--- src/rtl/btn_event_if.sv ---
// Button event bus: level/tick inputs toward the detector, event pulses back out.
interface btn_event_if;
  logic tick;
  logic btn_in;
  logic press_p;
  logic short_p;
  logic long_p;
  logic rep_p;
  logic held;

  modport master (
    output tick, btn_in,
    input  press_p, short_p, long_p, rep_p, held
  );

  modport slave (
    input  tick, btn_in,
    output press_p, short_p, long_p, rep_p, held
  );
endinterface

--- src/rtl/btn_event.sv ---
// Button event detector: press / short / long / auto-repeat pulses from a debounced level.
// Define BTN_EVENT_REPEAT_EN to build in auto-repeat while held past long-press.
module btn_event #(
  parameter int LONG_T = 1000,
  parameter int REP_T  = 200,
  parameter int CNT_W  = 11
) (
  input  logic     clk,
  input  logic     reset_,
  btn_event_if.slave bus
);

  typedef enum logic [1:0] {ARM, IDLE, PRESS, HOLD} state_t;

  typedef struct packed {
    logic press;
    logic shrt;
    logic lng;
    logic rep;
    logic held;
  } evt_t;

  localparam logic [CNT_W-1:0] LONG_END = CNT_W'(LONG_T - 1);
`ifdef BTN_EVENT_REPEAT_EN
  localparam logic [CNT_W-1:0] REP_END  = CNT_W'(REP_T - 1);
`endif

  state_t           state_q, state_d;
  logic [CNT_W-1:0] cnt_q, cnt_d;
  evt_t             out_q, out_d;

  always_ff @(posedge clk or negedge reset_) begin
    if (!reset_) begin
      state_q <= ARM;
      cnt_q   <= '0;
      out_q   <= '0;
    end else begin
      state_q <= state_d;
      cnt_q   <= cnt_d;
      out_q   <= out_d;
    end
  end

  always_comb begin
    state_d = state_q;
    cnt_d   = cnt_q;
    out_d   = '0;
    case (state_q)
      // A button still down from before reset must be seen released first.
      ARM: if (!bus.btn_in) state_d = IDLE;
      IDLE: begin
        cnt_d = '0;
        if (bus.btn_in) begin
          state_d     = PRESS;
          out_d.press = 1'b1;
        end
      end
      PRESS: begin
        // Release is tested first so it wins over a coincident terminal tick.
        if (!bus.btn_in) begin
          state_d    = IDLE;
          out_d.shrt = 1'b1;
        end else if (bus.tick) begin
          if (cnt_q == LONG_END) begin
            state_d   = HOLD;
            cnt_d     = '0;
            out_d.lng = 1'b1;
          end else begin
            cnt_d = cnt_q + 1'b1;
          end
        end
      end
      HOLD: begin
        if (!bus.btn_in) begin
          state_d = IDLE;
`ifdef BTN_EVENT_REPEAT_EN
        end else if (bus.tick) begin
          if (cnt_q == REP_END) begin
            cnt_d     = '0;
            out_d.rep = 1'b1;
          end else begin
            cnt_d = cnt_q + 1'b1;
          end
`endif
        end
      end
      default: state_d = ARM;
    endcase
    out_d.held = (state_d == PRESS) || (state_d == HOLD);
  end

  assign bus.press_p = out_q.press;
  assign bus.short_p = out_q.shrt;
  assign bus.long_p  = out_q.lng;
  assign bus.rep_p   = out_q.rep;
  assign bus.held    = out_q.held;

endmodule

--- src/flat_wrapper.sv ---
// flat-port wrapper written by rule: the top's interface ports become plain ports
module btn_event_flat 
#(
  parameter int LONG_T = 1000,
  parameter int REP_T  = 200,
  parameter int CNT_W  = 11
)
  (clk, reset_, bus_tick, bus_btn_in, bus_press_p, bus_short_p, bus_long_p, bus_rep_p, bus_held);
  btn_event_if bus_i ();
  input  logic clk;
  input  logic reset_;
  input wire logic [$bits(bus_i.tick)-1:0] bus_tick;
  input wire logic [$bits(bus_i.btn_in)-1:0] bus_btn_in;
  output wire logic [$bits(bus_i.press_p)-1:0] bus_press_p;
  output wire logic [$bits(bus_i.short_p)-1:0] bus_short_p;
  output wire logic [$bits(bus_i.long_p)-1:0] bus_long_p;
  output wire logic [$bits(bus_i.rep_p)-1:0] bus_rep_p;
  output wire logic [$bits(bus_i.held)-1:0] bus_held;
  assign bus_i.tick = bus_tick;
  assign bus_i.btn_in = bus_btn_in;
  assign bus_press_p = bus_i.press_p;
  assign bus_short_p = bus_i.short_p;
  assign bus_long_p = bus_i.long_p;
  assign bus_rep_p = bus_i.rep_p;
  assign bus_held = bus_i.held;
  btn_event #(.LONG_T(LONG_T), .REP_T(REP_T), .CNT_W(CNT_W)) u_core (.clk(clk), .reset_(reset_), .bus(bus_i));
endmodule
--- config.mk ---
export PLATFORM = sky130hd
export DESIGN_NAME = btn_event_flat
export DESIGN_NICKNAME = d
export VERILOG_FILES = /design/src/rtl/btn_event_if.sv /design/src/rtl/btn_event.sv /design/src/flat_wrapper.sv
export SDC_FILE = /design/constraint.sdc
export NUM_CORES = 1
export LEC_CHECK = 0
export CORE_MARGIN = 2
export CORE_UTILIZATION = 45
export CTS_CLUSTER_SIZE = 28
export DETAILED_ROUTE_END_ITERATION = 12
export HOLD_SLACK_MARGIN = 0.15
export PLACE_DENSITY_LB_ADDON = 0.3
export RECOVER_POWER = 25
export SKIP_CTS_REPAIR_TIMING = 1
export SLEW_MARGIN = 30
export SYNTH_ARGS = -nofsm -noshare
export SYNTH_HDL_FRONTEND = slang
export SYNTH_SLANG_ARGS = --single-unit
--- constraint.sdc ---
create_clock -name clk -period 4.7 [get_ports clk]
set_input_delay 0.94 -clock clk [delete_from_list [all_inputs] [get_ports clk]]
set_output_delay 0.94 -clock clk [all_outputs]
set_load 0.02 [all_outputs]
* Word-level counts from Yosys, hierarchy flattened
Cells that the tools add are included.
** Word-level totals
- Output and inout bits :: 5
- Logic and storage cells :: 37
- Bits of input ports :: 4
- Flip-flop bits (word level) :: 17
** Operators by class
- Add/subtract/negate cells :: 1
- Muxes and demuxes :: 17
- Reductions and logical operators :: 5
- Equal/unequal tests :: 8
** Operators by type and width (number)
- 11-bit two-way mux :: 3
- 11-bit one-hot mux with 2 select lines :: 1
- 2-bit two-way mux :: 6
- 11-bit by 1-bit adder with 11-bit output, second input constant :: 1
- 11-bit by 10-bit equality test with 1-bit output, second input constant :: 1
- 2-bit equality test, second input constant :: 4
- 1-bit two-way mux :: 6
- 2-bit one-hot mux with 3 select lines :: 1
- 2-bit != test, second input constant :: 2
- 3-bit AND reduction :: 1
- 2-bit by 1-bit equality test with 1-bit output, second input constant :: 1
- 2-bit logical NOT :: 1
- 2-bit nonzero test :: 1
- 2-bit OR reduction :: 1
- 1-bit logical OR :: 1

* Logic depth before layout (Yosys ltp)
Gate-level depths: netlist (run 1).
- Depth in word-level cells :: 7
- Depth in mapped cells :: 7
- Mapped depth without buffers :: 6

* Worst setup path before layout (run 1)
Ideal clock, no wire load.
- Path kind :: input -> register
- Start point :: input port bus_tick
- End point :: register u_core.cnt_q[10]
- Setup time :: 135 ps
- Data required time :: 4565 ps
- Cell stages on the path :: 5
- Arrival time :: 1869 ps
- Slack :: 2696 ps
- Buffers on the path :: 1
- Cell sequence :: nand3_1 clkbuf_1 a2111oi_0 xnor2_1 nor2_1
** Between the ends
- Cells in the longest elaborated chain, start to end :: 2
** RTL lines
- start, declared :: RTL line flat_wrapper.sv:12 : input wire logic [$bits(bus_i.tick)-1:0] bus_tick;
- 2-bit != test (no line)
- 3-bit AND reduction (no line)
- end signal, assigned :: RTL line btn_event.sv:39 : cnt_q <= cnt_d;
- end, declared :: RTL line btn_event.sv:29 : logic [CNT_W-1:0] cnt_q, cnt_d;
Every way passes these cells.
A chain may end at the register's enable or synchronous reset.

* Worst setup path after layout (run 1)
- Start point :: input port bus_btn_in
- End point :: register u_core.cnt_q[10]
** Between the ends
- Cells in the longest elaborated chain, start to end :: 2
** RTL lines
- start, declared :: RTL line flat_wrapper.sv:13 : input wire logic [$bits(bus_i.btn_in)-1:0] bus_btn_in;
- 2-bit != test (no line)
- 3-bit AND reduction (no line)
Every way passes these cells.

==> results of run 1 <==
[path summary, 6_finish.rpt]
check / slack, ns / to / depth (start not counted)
setup / recovery: 2.20 / u_core.cnt_q[10] / 5
hold / removal: 0.54 / u_core.cnt_q[0] / 1
setup reg to reg: 2.70 / u_core.cnt_q[5] / 4
hold reg to reg: 0.54 / u_core.cnt_q[0] / 1
max in group asynchronous: 3.10 / u_core.cnt_q[8] / 1
min in group asynchronous: 1.13 / u_core.bus.press_p / 1
[cells by family (layout without fill, tap and decap cells)]
group,count (synthesis),count (layout),share of synthesized area
other cells,1,1,0.00428
xor+xnor,6,6,0.0599
flops,17,17,0.485
compound gates,22,22,0.181
buf+inv,9,17,0.0428
simple gates,33,33,0.184
fa+ha+maj,3,3,0.0428
[through the flow]
| step | cell area [um^2] | total power, mW | worst slack (ns) | utilization | std cells |
|---|---|---|---|---|---|
| 6_report | 991 | 0.379 | 2.20 | 0.556 | 124 |
| 3_5_place_dp | 963 | 0.303 | 1.93 | 0.540 | 120 |
| 5_1_grt | 991 | 0.408 | 2.01 | 0.556 | 124 |
| 2_1_floorplan | 877 | 0.267 | 2.70 | - | 91 |
| 3_3_place_gp | 963 | 0.298 | 2.00 | 0.540 | 120 |
| 4_1_cts | 991 | 0.383 | 2.26 | 0.556 | 124 |
[sequential cells by signal (all words and copies together) (netlist names)]
register	count
u_core.cnt_q	11
u_core.bus.short_p	1
u_core.state_q	2
u_core.bus.long_p	1
u_core.bus.held	1
u_core.bus.press_p	1
[worst max-delay path: stages]
cell           delay (ns)
dlygate4sd3_1        0.63
nand3_1              0.31
a2111oi_0            0.56
xnor2_1              0.18
nor2_1               0.06
[final cells by class]
class	instances	area [um^2]
Fill cell	171	792
Clock inverter	1	5.00
Multi-Input combinational cell	65	414
Sequential cell	17	425
Tap cell	25	31.3
Clock buffer	3	22.5
Inverter	6	22.5
Timing Repair Buffer	7	70.1
[layout by cell type, fill, tap and decap left out, types with 2 or more instances in the layout]
| cell type | netlist | layout |
|---|---|---|
| a211oi_1 | 3 | 3 |
| nand3_1 | 6 | 6 |
| nor2_1 | 10 | 10 |
| clkdlybuf4s50_1 | 0 | 5 |
| xnor2_1 | 6 | 6 |
| o21ai_0 | 3 | 3 |
| clkbuf_4 | 0 | 3 |
| a21oi_1 | 5 | 5 |
| ha_1 | 3 | 3 |
| dfrtp_1 | 17 | 17 |
| o31ai_1 | 2 | 2 |
| inv_1 | 6 | 6 |
| a211o_1 | 2 | 2 |
| dlygate4sd3_1 | 0 | 2 |
| nand2_1 | 7 | 7 |
[layer usage]
layer  routed length [um]  GRT usage
met2                  604      0.253
met5                    0          0
met4                   47      0.114
met1                  778      0.205
met3                   71     0.0556
[where the power goes]
| group | leakage, nW | switching (mW) | total (mW) | internal (mW) |
|---|---|---|---|---|
| clock network | 0.0177 | 0.0492 | 0.0810 | 0.0318 |
| logic | 0.174 | 0.0742 | 0.123 | 0.0487 |
| registers | 0.234 | 0.0104 | 0.175 | 0.165 |
| total | 0.426 | 0.134 | 0.379 | 0.245 |
==> results.md, run 1 <==
- Fin nets: about 110
- Hold Crit Class: reg2reg
- Worst-Margin Slew: 0.742 ns
- Die Area: around 2300 um^2
- Worst setup EP type: flip-flop
- Setup Crit Path Kind: in2reg
- Gr usage total: 0.169
- DRT Pass-1 Iters: 4
- Worst-Skew Late Latency: about 0.3 ns
- RSZ-0062 raised after global routing: no
- # setup viols final: 0
- Post-synthesis instance total: 91
- Initial Utilization: 0.492
- Crit path DAT: 2.68 ns
- Final Max Tran Viols: 0
- EDFF count, synth: 0
- Lkg Pwr: 0.426 nW
- WHS: 0.535 ns
- Via density: 5.27
- CTS tree: yes
- Yosys warns: 0
- Hold path start: u_core.cnt_q[0]
- Gr ovfl total: 0
- Vias: between 600 and 700
- Post-Syn Area: 877 um^2
- Number of global-route vias before repair: ~600
- FP Rows: 15
- Max Cap Violations: 0
- Crit. Startpoint: bus_btn_in
- Area leader, netlist: dfrtp_1
- Pwr dens: 382 nW/um^2
- Core area: 1780 um^2
- DR iter-0 viols: 13
- Initial antenna violation count: 0
- Drt wl/cell: around 12 um
- Final worst path period need: 2.50 ns
- Worst Path Required: 4.88 ns
- Crit-path max FO: 11
- # IOs: 9
- ANT cells: 0
- Global placer's final weighted congestion: 0.802
- Cell variety after synth: 31
- Crit start category: input port
- CTS Buf Count: 3
- VDD IR-drop max: between 0.2 and 0.3 mV
- Dpl hpwl: 1120 um
- Clk sinks: 17
- Final worst path period share: 0.533
- Area grow syn2layout: 13.0%
- Die Ht: 48.2 um
- Total Wirelength: 1500 um
- TNS Setup: 0 ns
- Syn_area_per_cell: 9.64 um^2
- Reg-to-reg startpoint: u_core.cnt_q[3]
- Sequential area share after synthesis: 0.485
- Status: complete, no violations
- # DRC: 0
- Clock Pin Slew Worst Setup and Hold Paths: 0.10 ns
- Synth cell count leaders: 17 x dfrtp_1, 10 x nor2_1, 7 x nand2_1
- Root buf cell: clkbuf_4
- Post-synth top area share: 0.485
- Die width: between 40 and 50 um
- CTS Buffer Depth: 2
- #FFs+latches synth: 17
- Syn_nets: 98
- Area contributors post-synth: dfrtp_1 49%, xnor2_1 6.0%, ha_1 4.3%
- Layout cells sized above 1: 0.0606
- Max-Slew Margin vs Limit: 0.503
- Htree depth: 1
- First-pass GRT wire length: 2590 um
- Hold Violations, Final: 0
- Count leader, synth: dfrtp_1
- Top_reg_cell synth: dfrtp_1
- Worst Skew: 0.00692 ns
- Max Clk Rate: 399 MHz
- Antenna viol nets, final: 0
- PortBufs: 7
- Asr flop ratio synth: 1.00
- Largest net degree at the start of global routing: 18
Note: power is estimated with default switching activity, not from simulation.
==> run 2: changes to the inputs <==
==> constraint.sdc (replaced) <==
create_clock -name clk -period 2.1 [get_ports clk]
set_input_delay 0.42 -clock clk [delete_from_list [all_inputs] [get_ports clk]]
set_output_delay 0.42 -clock clk [all_outputs]
set_load 0.02 [all_outputs]
==> run 2 against run 1 <==
Against the previous run:
- sequential share of layout area fell by 1.7 points
- worst setup slack got worse by 2.0 ns
- clock power rose by 110%
- via count rose by 6.9%
- design area rose by 4.0%
- register-to-register slack got worse by 2.5 ns
- die area did not move
- power rose by 130%
- routed wire length rose by 9.3%
- hold slack got worse by 0.0050 ns
- combinational power rose by 150%
==> results.md, run 2 (synthesis results as in run 1) <==
- Largest regs: u_core.cnt_q (11), u_core.state_q (2)
- Gr usage total: 0.176 (+0.00771)
- Crit path DAT: 2.09 ns (-0.59 ns)
- Fin nets: 113 (+5.6%)
- Core area: 1780 um^2 (unchanged)
- FF/Latch Area: 425 um^2 (unchanged)
- # DRC: 0 (unchanged)
- Number of global-route vias before repair: 652 (+8.8%)
- Clk sinks: 17 (unchanged)
- Crit start category: flip-flop
- Max Cap Violations: 0 (unchanged)
- Vias: 699 (+6.9%)
- Max Clk Rate: 521 MHz
- VDD IR-drop max: 0.668 mV (+140%)
- Worst-Skew Late Latency: 0.28 ns (-0.02 ns)
- Reg-to-reg startpoint: u_core.cnt_q[0]
- Final Max Tran Viols: 0 (unchanged)
- Initial antenna violation count: 0 (unchanged)
- Largest net degree at the start of global routing: 18 (unchanged)
- Die width: 48.2 um (unchanged)
- CTS Buffer Depth: 2 (unchanged)
- RSZ-0062 raised after global routing: no
- Crit. Startpoint: u_core.cnt_q[0]
- Via density: 5.38 (+1.9%)
- Gr ovfl total: 0 (unchanged)
- DRT Pass-1 Iters: 4 (unchanged)
- Critical path's top delay family: simple AND/OR/NAND/NOR gates
- Crit path largest cell delay: 0.57 ns (-0.06 ns)
- FP Rows: 15 (unchanged)
- Worst Skew: 0.00269 ns (-0.00423 ns)
- Setup Crit Path Kind: reg2reg
- Critical path buffers and inverters: 0 (-1)
- Worst Path Required: 2.28 ns (-2.60 ns)
- Lkg Pwr: 0.449 nW (+5.4%)
- Hold Crit Class: reg2reg
- First-pass GRT wire length: 2730 um (+5.3%)
- # IOs: 9 (unchanged)
- Commonest non-fill, non-tap cell in the layout: dfrtp_1
- Post-placement setup slack: 0.182 ns (-1.75 ns)
- Final Power: 868 uW (+130%)
- Drt wl/cell: 12.6 um (+4.3%)
- Clock Pin Slew Worst Setup and Hold Paths: 0.09 ns (about the same)
- Critical path's slowest cell: or4_4
- Most frequent cells in the layout: 17 x dfrtp_1, 10 x nor2_1, 7 x nand2_1
- Most flops, register: u_core.cnt_q
- Die Ht: 48.2 um (unchanged)
- Hold path start: u_core.cnt_q[0]
- ANT cells: 0 (unchanged)
- Filler cells: 163 (-4.7%)
- Worst-Margin Slew: 0.903 ns (+0.161 ns)
- Die Area: 2320 um^2 (unchanged)
- Final worst path period need: 1.92 ns
- Worst setup EP type: flip-flop
- Layout cells sized above 1: 0.0952 (+0.0346)
- Htree depth: 1 (unchanged)
- Max-Slew Margin vs Limit: 0.398 (-0.106)
- Final worst path period share: 0.913
- TNS Setup: 0 ns (unchanged)
- Initial Utilization: 0.492 (unchanged)
- Status: complete, no violations
- Worst reg2reg setup slack: 0.18 ns (-2.52 ns)
- Dpl hpwl: 1270 um (+13%)
- Pwr dens: 842 nW/um^2 (+120%)
- Root buf cell: clkbuf_4
- Hold Violations, Final: 0 (unchanged)
- Area grow syn2layout: 17.5%
- Worst-path cell chain: ha_1 -> nand2_1 -> or4_4 -> o211a_1 -> a2111oi_2
- PortBufs: 7 (unchanged)
- # setup viols final: 0 (unchanged)
- Max reg flops: 11 (unchanged)
- CTS tree: yes
- Global placer's final weighted congestion: 0.867 (+8.2%)
- Antenna viol nets, final: 0 (unchanged)
- DR iter-0 viols: 19 (+6)
- Total Wirelength: 1640 um (+9.3%)
- CTS Buf Count: 3 (unchanged)
- Fin util: 0.578 (+0.0225)
- Crit-path max FO: 5 (-6)
- Final setup margin: 0.182 ns (-2.01 ns)
- Multi-input logic area: 414 um^2 (unchanged)
## run 2: cell types whose count changed in the layout (fill, tap and decap cells not counted)
cell / previous run / this run
and2_0: 1 / 0
and2_1: 1 / 2
buf_4: 0 / 5
clkbuf_1: 0 / 2
clkdlybuf4s50_1: 5 / 6
clkinv_2: 1 / 0
dlygate4sd3_1: 2 / 1
## run 2: path summary, 6_finish.rpt
kind | endpoint | cells past startpoint
max reg2reg | u_core.state_q[0] | 5
max in group asynchronous | u_core.cnt_q[8] | 2
min reg2reg | u_core.cnt_q[0] | 1
max | u_core.state_q[0] | 5
min in group asynchronous | u_core.cnt_q[10] | 2
min | u_core.cnt_q[0] | 1
## run 2: final cells by class
cell class | instances | area share
flip-flops and latches | 17 | 0.413
repair buffers | 13 | 0.108
multi-input cells | 65 | 0.402
well taps | 25 | 0.0303
clock buffers | 4 | 0.0255
inverters | 6 | 0.0218
## run 2: through the flow
step / cells / hold WS, ns / area (um^2)
2_1_floorplan: 91 / 0.124 / 877
3_3_place_gp: 126 / 0.504 / 1010
3_5_place_dp: 126 / 0.518 / 1010
4_1_cts: 130 / 0.453 / 1030
5_1_grt: 130 / 0.552 / 1030
6_report: 130 / 0.530 / 1030
## run 2: report_power, final
group | leakage, nW | internal [mW] | switching [mW] | total (mW)
logic | 0.200 | 0.132 | 0.175 | 0.307
registers | 0.234 | 0.369 | 0.0237 | 0.393
clock network | 0.0150 | 0.0738 | 0.0950 | 0.169
total | 0.449 | 0.575 | 0.294 | 0.868
## run 2: layer usage
metal  GRT usage  vias up  routed length, um
met3      0.0444        2                 45
met5           0        -                  0
met2       0.274       12                789
met4      0.0973        0                 12
met1       0.225      336                794
li1            -      349                  -
==> run 3: changes to the inputs <==
--- a/config.mk
+++ b/config.mk
@@ -6,7 +6,7 @@
 export NUM_CORES = 1
 export LEC_CHECK = 0
 export CORE_MARGIN = 2
-export CORE_UTILIZATION = 45
+export CORE_UTILIZATION = 48
 export CTS_CLUSTER_SIZE = 28
 export DETAILED_ROUTE_END_ITERATION = 12
 export HOLD_SLACK_MARGIN = 0.15
==> run 3 against run 2 <==
Against the previous run:
- worst setup slack got worse by 0.043 ns
- power grew 0.73%
- clock-buffer cell count stayed put
- die area fell by 5.8%
- clock power increased by 2%
- critical path depth shrank 1
- design area unchanged
- register-to-register slack worse by 0.04 ns
- combinational power about the same
- sequential power about the same
- sequential cell count unchanged
==> results.md, run 3 (synthesis results as in run 1) <==
- Final worst path period need: 1.96 ns (+0.0426 ns)
- Status: complete, no violations
- Die width: 46.7 um (-2.9%)
- Final Max Tran Viols: 0 (unchanged)
- Hold Violations, Final: 0 (unchanged)
- Most frequent cells in the layout: 17 x dfrtp_1, 10 x nor2_1, 7 x nand2_1
- Initial Utilization: 0.508 (+0.0160)
- Worst-Skew Late Latency: 0.29 ns (about the same)
- DR iter-0 viols: 17 (-2)
- Vias: 688 (-1.6%)
- Pwr dens: 848 nW/um^2 (+0.73%)
- PortBufs: 7 (unchanged)
- CTS Buf Count: 3 (unchanged)
- Worst setup EP type: flip-flop
- Crit-path max FO: 5 (unchanged)
- Antenna viol nets, final: 0 (unchanged)
- WHS: 0.473 ns (-0.0572 ns)
- Filler cells: 160 (-1.8%)
- Crit path DAT: 2.14 ns (+0.05 ns)
- Clock Pin Slew Worst Setup and Hold Paths: 0.09 ns (about the same)
- Largest net degree at the start of global routing: 10 (-8)
- Worst reg2reg setup slack: 0.14 ns (-0.04 ns)
- Number of global-route vias before repair: 686 (+5.2%)
- Root buf cell: clkbuf_4
- # DRC: 0 (unchanged)
- CTS tree: yes
- Gr usage total: 0.194 (+0.0180)
- FP Rows: 15 (unchanged)
- # IOs: 9 (unchanged)
- Max Cap Violations: 0 (unchanged)
- Max reg flops: 11 (unchanged)
- FF-to-FF path depth: 4 (-1)
- Global placer's final weighted congestion: 0.822 (-5.2%)
- Dpl hpwl: 1310 um (+3.6%)
- Commonest non-fill, non-tap cell in the layout: dfrtp_1
- CTS Buffer Depth: 2 (unchanged)
- Largest regs: u_core.cnt_q (11), u_core.state_q (2)
- Initial antenna violation count: 0 (unchanged)
- Worst-Margin Slew: 0.496 ns (-0.408 ns)
- Worst Skew: 0.00189 ns (-0.000794 ns)
- FF/Latch Area: 425 um^2 (unchanged)
- Htree depth: 1 (unchanged)
- DRT Pass-1 Iters: 4 (unchanged)
- Gr ovfl total: 0 (unchanged)
- RSZ-0062 raised after global routing: no
- TNS Setup: 0 ns (unchanged)
- Final worst path period share: 0.933 (+0.0203)
- Crit start category: flip-flop
- VDD IR-drop max: 0.637 mV (-4.7%)
- Total Wirelength: 1690 um (+3.1%)
- Lkg Pwr: 0.449 nW (unchanged)
- Worst Path Required: 2.28 ns (about the same)
- Via density: 5.29 (-1.6%)
- # setup viols final: 0 (unchanged)
- Core area: 1730 um^2 (-3.2%)
- Fin nets: 113 (unchanged)
- Drt wl/cell: 13.0 um (+3.1%)
- ANT cells: 0 (unchanged)
- Max Clk Rate: 510 MHz (-2.2%)
- Hold Crit Class: in2async
- Setup Crit Path Kind: reg2reg
- Clk sinks: 17 (unchanged)
- Multi-input logic area: 414 um^2 (unchanged)
- Die Area: 2190 um^2 (-5.8%)
- First-pass GRT wire length: 2950 um (+8.4%)
- Layout cells sized above 1: 0.0952 (unchanged)
- Die Ht: 46.7 um (-2.9%)
- Max-Slew Margin vs Limit: 0.661 (+0.263)
- Most flops, register: u_core.cnt_q
- Area grow syn2layout: 17.5% (unchanged)
-- run 3: cell counts in the layout (fill, tap and decap cells not counted) --
No cell type changed its count.
-- run 3: routing by layer --
| metal | wire length (um) | global-route usage | vias up |
|---|---|---|---|
| met2 | 811 | 0.328 | 12 |
| met1 | 793 | 0.239 | 323 |
| met5 | 0 | 0 | - |
| met4 | 40 | 0.100 | 0 |
| met3 | 47 | 0.0346 | 6 |
| li1 | - | - | 347 |
-- run 3: critical path: stages (launching register included) --
cell and delay, ns:
dfrtp_1 0.44, or3_1 0.37, or4_4 0.47, o211a_1 0.25
a2111oi_2 0.32
-- run 3: final timing paths --
kind	startpoint	to
max reg2reg	u_core.cnt_q[4]	u_core.state_q[0]
min reg2reg	u_core.cnt_q[0]	u_core.cnt_q[0]
min in group clk	u_core.cnt_q[0]	u_core.cnt_q[0]
min	reset_	u_core.cnt_q[5]
max	u_core.cnt_q[4]	u_core.state_q[0]
max in group asynchronous	reset_	u_core.state_q[0]
-- run 3: area by class of cell --
type	instances	area share
flip-flops and latches	17	0.413
multi-input cells	65	0.402
repair buffers	13	0.108
well taps	25	0.0303
clock buffers	4	0.0255
inverters	6	0.0218
-- run 3: where the power goes --
group | switching [mW] | internal [mW] | leakage [nW] | total, mW
Sequential | 0.0233 | 0.369 | 0.234 | 0.392
Combinational | 0.177 | 0.132 | 0.200 | 0.309
Clock | 0.0995 | 0.0740 | 0.0150 | 0.173
Total | 0.300 | 0.575 | 0.449 | 0.875
-- run 3: per-stage QoR --
step / utilization / setup WS [ns] / cell area (um^2) / cells / power [mW]
2_1_floorplan: - / 0.302 / 877 / 91 / 0.597
3_3_place_gp: 0.584 / 0.171 / 1010 / 126 / 0.688
3_5_place_dp: 0.584 / 0.124 / 1010 / 126 / 0.708
4_1_cts: 0.599 / 0.150 / 1030 / 130 / 0.887
5_1_grt: 0.597 / 0.0749 / 1030 / 130 / 0.942
6_report: 0.597 / 0.140 / 1030 / 130 / 0.875
